===== config.mk =====
export PLATFORM = sky130hd
export DESIGN_NAME = if_fetch
export DESIGN_NICKNAME = d
export VERILOG_FILES = /design/src/rtl/if_fetch_pkg.sv /design/src/rtl/if_predecode.sv /design/src/rtl/if_fetch.sv
export SDC_FILE = /design/constraint.sdc
export NUM_CORES = 1
export LEC_CHECK = 0
export ABC_AREA = 1
export BUFFER_PORTS_ARGS = -buffer_cell sky130_fd_sc_hd__buf_4
export CAP_MARGIN = 40
export CORE_ASPECT_RATIO = 0.8
export CORE_MARGIN = 2
export CORE_UTILIZATION = 40
export CTS_BUF_LIST = sky130_fd_sc_hd__clkbuf_4 sky130_fd_sc_hd__clkbuf_8
export CTS_CLUSTER_DIAMETER = 80
export CTS_CLUSTER_SIZE = 24
export DETAILED_ROUTE_END_ITERATION = 7
export MAX_ROUTING_LAYER = met4
export PLACE_DENSITY = 0.73
export SLEW_MARGIN = 40
export SYNTH_ARGS = -nofsm -noshare
export SYNTH_HDL_FRONTEND = slang
export SYNTH_HIERARCHICAL = 1
export SYNTH_SLANG_ARGS = --single-unit

===== constraint.sdc =====
create_clock -name clk -period 2.8 [get_ports clk]
set_input_delay 0.42 -clock clk [delete_from_list [all_inputs] [get_ports clk]]
set_output_delay 0.42 -clock clk [all_outputs]
set_load 0.02 [all_outputs]

===== src/rtl/if_fetch_pkg.sv =====
// Shared widths, fetch state encoding, opcode constants and immediate decoders for the fetch stage.
package if_fetch_pkg;

  localparam int unsigned PC_W    = 32;
  localparam int unsigned INST_W  = 32;
  localparam int unsigned BLOCK_W = 64;

  localparam logic [6:0] OP_BRANCH = 7'b1100011;
  localparam logic [6:0] OP_JAL    = 7'b1101111;

  typedef enum logic [1:0] {
    IDLE = 2'd0,
    WAIT = 2'd1,
    DROP = 2'd2
  } fetch_state_e;

  typedef struct packed {
    logic [INST_W-1:0] inst;
    logic [PC_W-1:0]   pc;
    logic [PC_W-1:0]   npc;
  } fetch_slot_t;

  function automatic logic [PC_W-1:0] b_imm(input logic [INST_W-1:0] inst);
    return {{20{inst[31]}}, inst[7], inst[30:25], inst[11:8], 1'b0};
  endfunction

  function automatic logic [PC_W-1:0] j_imm(input logic [INST_W-1:0] inst);
    return {{12{inst[31]}}, inst[19:12], inst[20], inst[30:21], 1'b0};
  endfunction

endpackage


===== src/rtl/if_predecode.sv =====
// Per-slot static predictor: backward conditional branches and JAL are predicted taken.
module if_predecode
  import if_fetch_pkg::*;
(
  input  logic [INST_W-1:0] inst,
  input  logic [PC_W-1:0]   pc,
  output logic              taken_c,
  output logic [PC_W-1:0]   target_c
);

  logic is_bwd_branch;
  logic is_jal;

  always_comb begin
    is_bwd_branch = (inst[6:0] == OP_BRANCH) && inst[31];
    is_jal        = (inst[6:0] == OP_JAL);
    taken_c       = is_bwd_branch || is_jal;
    target_c      = pc + (is_jal ? j_imm(inst) : b_imm(inst));
  end

endmodule


===== src/rtl/if_fetch.sv =====
// Instruction fetch stage: one 64-bit block request in flight, split into up to two slots.
// Optional static branch prediction is built when IF_STATIC_BP_EN is defined.
module if_fetch
  import if_fetch_pkg::*;
#(
  parameter logic [PC_W-1:0] RESET_PC = 32'h0000_0000
) (
  input  logic               clk,
  input  logic               rst,
  input  logic               stop,
  input  logic               instbuf_full,
  input  logic               redirect_valid,
  input  logic [PC_W-1:0]    redirect_pc,
  output logic               imem_req,
  output logic [PC_W-1:0]    imem_addr,
  input  logic               imem_rvalid,
  input  logic [BLOCK_W-1:0] imem_rdata,
  output logic [INST_W-1:0]  out1_inst,
  output logic [PC_W-1:0]    out1_pc,
  output logic [PC_W-1:0]    out1_npc,
  output logic               receive_flag1,
  output logic [INST_W-1:0]  out2_inst,
  output logic [PC_W-1:0]    out2_pc,
  output logic [PC_W-1:0]    out2_npc,
  output logic               receive_flag2
);

  fetch_state_e    state_q, state_d;
  logic [PC_W-1:0] pc_q, pc_d, pc_plus4, pc_plus8, next_pc, redir_pc;
  logic [INST_W-1:0] inst_lo, inst_hi, slot1_inst;
  fetch_slot_t     slot1_q, slot2_q, slot1_d, slot2_d, blk1, blk2;
  logic            flag1_q, flag2_q, flag1_d, flag2_d, hold_q, hold_d;
  logic            dual, deliver;

`ifdef IF_STATIC_BP_EN
  logic            taken1, taken2;
  logic [PC_W-1:0] target1, target2;

  if_predecode u_pd1 (.inst(slot1_inst), .pc(pc_q),     .taken_c(taken1), .target_c(target1));
  if_predecode u_pd2 (.inst(inst_hi),    .pc(pc_plus4), .taken_c(taken2), .target_c(target2));
`endif

  // State register
  always_ff @(posedge clk or negedge rst) begin
    if (!rst) state_q <= IDLE;
    else      state_q <= state_d;
  end

  // Next state; a redirect racing a response consumes that response
  always_comb begin
    state_d = state_q;
    case (state_q)
      IDLE:    if (imem_req) state_d = WAIT;
      WAIT: begin
        if (redirect_valid) state_d = imem_rvalid ? IDLE : DROP;
        else if (imem_rvalid) state_d = IDLE;
      end
      DROP:    if (imem_rvalid) state_d = IDLE;
      default: state_d = IDLE;
    endcase
  end

  // Request outputs
  always_comb begin
    imem_req  = rst && (state_q == IDLE) && !stop && !instbuf_full
                && !redirect_valid && !hold_q;
    imem_addr = {pc_q[PC_W-1:3], 3'b000};
  end

  // Split the returned block into slots and pick the next fetch pc
  always_comb begin
    inst_lo    = imem_rdata[INST_W-1:0];
    inst_hi    = imem_rdata[BLOCK_W-1:INST_W];
    pc_plus4   = pc_q + PC_W'(4);
    pc_plus8   = pc_q + PC_W'(8);
    slot1_inst = pc_q[2] ? inst_hi : inst_lo;
    dual       = !pc_q[2];
    blk1.inst  = slot1_inst;
    blk1.pc    = pc_q;
    blk1.npc   = pc_plus4;
    blk2.inst  = inst_hi;
    blk2.pc    = pc_plus4;
    blk2.npc   = pc_plus8;
    next_pc    = dual ? pc_plus8 : pc_plus4;
`ifdef IF_STATIC_BP_EN
    if (taken1) begin
      blk1.npc = target1;
      dual     = 1'b0;
      next_pc  = target1;
    end else if (dual && taken2) begin
      blk2.npc = target2;
      next_pc  = target2;
    end
`endif
  end

  // Datapath next values: redirect, delivery, stall-hold, or flag clear
  always_comb begin
    redir_pc = redirect_pc & ~PC_W'(3);
    deliver  = (state_q == WAIT) && imem_rvalid;
    pc_d     = pc_q;
    slot1_d  = slot1_q;
    slot2_d  = slot2_q;
    flag1_d  = 1'b0;
    flag2_d  = 1'b0;
    hold_d   = 1'b0;
    if (redirect_valid) begin
      pc_d = redir_pc;
    end else if (deliver) begin
      pc_d    = next_pc;
      slot1_d = blk1;
      slot2_d = blk2;
      flag1_d = 1'b1;
      flag2_d = dual;
    end else if (flag1_q && stop) begin
      flag1_d = flag1_q;
      flag2_d = flag2_q;
      hold_d  = 1'b1;
    end
  end

  always_ff @(posedge clk or negedge rst) begin
    if (!rst) begin
      pc_q    <= RESET_PC;
      slot1_q <= '0;
      slot2_q <= '0;
      flag1_q <= 1'b0;
      flag2_q <= 1'b0;
      hold_q  <= 1'b0;
    end else begin
      pc_q    <= pc_d;
      slot1_q <= slot1_d;
      slot2_q <= slot2_d;
      flag1_q <= flag1_d;
      flag2_q <= flag2_d;
      hold_q  <= hold_d;
    end
  end

  assign out1_inst     = slot1_q.inst;
  assign out1_pc       = slot1_q.pc;
  assign out1_npc      = slot1_q.npc;
  assign out2_inst     = slot2_q.inst;
  assign out2_pc       = slot2_q.pc;
  assign out2_npc      = slot2_q.npc;
  assign receive_flag1 = flag1_q;
  assign receive_flag2 = flag2_q;

endmodule


==> summary.txt <==
Status
  • Status: completed

Clocking
  • Clk root buf: clkbuf_8
  • Post-CTS sizing: 0
  • Setup Fix Bufs, Post-CTS: 0
  • H-tree levels: 4
  • CTS sink cnt: ~190
  • CTS tree: built
  • CTS Hold Bufs: 0
  • Clock Tree Buf Depth: 2
  • Clock-pin slew on the worst setup and hold paths: 0.10 ns
  • Clock Latency Late Sink: ~0.46 ns
  • Inserted Clock Buffers: 17

Critical path
  • Worst-path fanout max: 3
  • Critical path launch point: rst
  • WP data arrival: roughly 1.7 ns
  • Critical path launch point type: input port
  • Critical path's largest stage delay: ~0.55 ns
  • Crit Path Category: input port to output pin
  • Slowest cell on the critical path: dlygate4sd3_1
  • Req. time, crit path: 2.38 ns
  • R2R Path Start: state_q[1]
  • Crit. End Element: output pin
  • Cell chain of the critical path: dlygate4sd3_1 -> clkbuf_8 -> nor3b_1 -> nand4_1 -> inv_1 -> buf_4

Synthesis
  • Synth top area cells: dfrtp_1 52%, nand2_1 15%, buf_4 4.1%, o21ai_0 3.5%, nand3_1 3.2%
  • Register area share after synthesis: about 52%
  • Synth Instances: between 1000 and 1500
  • Cell with the most instances after synthesis: nand2_1
  • Synth area leader: dfrtp_1
  • Synth Warn #: 6
  • Yosys reg bits: approximately 190
  • Synth cell types: 41
  • EDFF count, synth: 0
  • Mapped Area: 0.00903 mm²
  • Avg Cell Area, Syn: ~8.4 µm²
  • Ys async rst share: between 90% and 100%
  • Synth top cells by count: 371 x nand2_1, 188 x dfrtp_1, 68 x inv_1
  • Top-area cell type share of the netlist area: between 50% and 60%
  • Synth Flop Type: dfrtp_1

Timing
  • Worst Skew: 0.0180 ns
  • Final Hold Viols: 0
  • Fin crit share: between 70 and 80%
  • Fin crit period: about 2.1 ns
  • Final setup fails: 0
  • Fmax achieved: about 480 MHz
  • Slew Limit Fails: 0
  • Worst slew margin: between 40% and 50%
  • TNS Setup: 0 ns
  • RSZ-0062 raised after global routing: false
  • Worst slew pin tran: slightly below 0.8 ns

Job
  • Max Cap Viol: 0

Power and ir drop
  • PwrDens: 764 mW/mm²
  • Peak VDD IR: 0.396 mV
  • Tot Pwr: between 9000 and 10000 µW
  • Static Leakage: ~0.0063 µW

Global route
  • First-pass GRT wire length: 44500 µm
  • Gr usage total: about a quarter
  • Initial antenna violation count: 0
  • Met1 usage: a little over a third
  • Met2 Use GR: about 38%
  • Pin count of the biggest net entering global routing: 140
  • GR peak layer: met2
  • Number of global-route vias before repair: around 7900
  • GR Util met3: just under 6%
  • GRT overflow: 0

Place
  • Routability Congestion: between 0.9 and 1
  • # port buffers: approximately 320
  • Dpl cell area: around 0.011 mm²
  • DP HPWL: around 21000 µm

Floorplanning
  • Initial core utilization: between 40% and 50%
  • Vert. Die Dim: 138 µm
  • Die Footprint: 0.0238 mm²
  • Die width: 172 µm
  • Row count: 49
  • IO Count: around 330
  • Placeable Area: roughly 0.022 mm²

Final layout
  • Antenna diodes: 0
  • # fillers: 2127
  • Final Cell Area: between 0.01 and 0.015 mm²
  • Area grow syn2layout: 31.1%
  • Share of layout cells above drive strength 1: 30.8%
  • Nets: 1451

Drt
  • WL per Instance: between 15 and 20 µm
  • ANT nets after route: 0
  • DR iter-0 viols: approximately 700
  • Vias: around 8000
  • First-pass iteration count of the detailed router: 5
  • Total length of routed wires: 29100 µm
  • Remaining DRCs: 0
  • Drt via density: approximately 5

Worst hold path
  • Min-delay src: imem_rvalid
  • Worst min path class: input port to flip-flop
==> metrics by stage <==
step           cells  setup WS (ns)  utilization (%)  hold slack (ns)
2_1_floorplan   1087           1.06                -            0.124
5_1_grt         1664          0.582             53.1           0.0940
3_3_place_gp    1630          0.732             51.0            0.458
3_5_place_dp    1630          0.682             51.0            0.460
4_1_cts         1662          0.774             52.9            0.108
6_report        1664          0.699             53.1            0.132
==> power breakdown <==
| part | total, µW | leakage (µW) | switching, µW | internal, µW |
|---|---|---|---|---|
| registers | 3840 | 0.00239 | 498 | 3340 |
| clock network | 1930 | 0.000208 | 1020 | 910 |
| logic | 3290 | 0.00370 | 1900 | 1390 |
| total | 9050 | 0.00630 | 3410 | 5640 |
==> placed cells by master (no fill, tap or decap), types with 16 or more instances in the layout <==
cell	Yosys	final
a21oi_1	21	21
inv_1	68	68
nand3_1	57	57
o22ai_1	31	31
o21ai_0	63	63
dfrtp_1	188	188
xor2_1	26	26
buf_4	49	325
nor2_1	57	57
nand2_1	371	371
nor2_2	16	16
clkbuf_8	0	18
==> worst max-delay path: cells and delay by family <==
family	cells	cell delay [ns]
buffers and inverters	4	0.95
AND/OR/NAND/NOR	2	0.31
==> layout make-up <==
| class | count | area [µm²] | share of cell area [%] |
|---|---|---|---|
| clock buffer | 19 | 249 | 2.10 |
| timing repair buffer | 331 | 2550 | 21.5 |
| sequential | 188 | 4700 | 39.7 |
| multi-input combinational | 727 | 3490 | 29.5 |
| inverter | 80 | 303 | 2.56 |
| clock inverter | 13 | 164 | 1.38 |
| tap | 306 | 383 | 3.23 |
==> per-layer routing <==
layer / up-vias / wire length, µm
li1: 3896 / -
met1: 3922 / 13200
met2: 331 / 13000
met3: 25 / 2500
met4: 0 / 371
met5: - / 0
==> registers in the layout (all words and copies together) (netlist names) <==
register	flops
out1_pc	30
out1_inst	32
hold_q	1
state_q	2
pc_q	30
out2_inst	32
receive_flag1	1
out2_npc	29
out2_pc	30
receive_flag2	1
==> worst paths after layout <==
path / endpoint / depth (start not counted) / slack (ns)
max: imem_req / 6 / 0.70
max reg2reg: pc_q[13] / 6 / 0.74
max in group asynchronous: out1_pc[7] / 4 / 1.46
min reg2reg: out1_pc[12] / 2 / 0.48
min in group asynchronous: pc_q[4] / 3 / 0.55
min: state_q[1] / 2 / 0.13
==> logic make-up (layout without fill, tap and decap cells) <==
| kind of cell | count (synthesis) | count (layout) | synth area share [%] |
|---|---|---|---|
| buf+inv | 172 | 443 | 9.70 |
| other cells | 1 | 11 | 0.0415 |
| compound gates | 143 | 143 | 8.84 |
| xor+xnor | 29 | 29 | 2.90 |
| simple gates | 540 | 540 | 25.9 |
| fa+ha+maj | 4 | 4 | 0.554 |
| flops | 188 | 188 | 52.1 |
No activity file was read; power rests on OpenSTA's default activity.
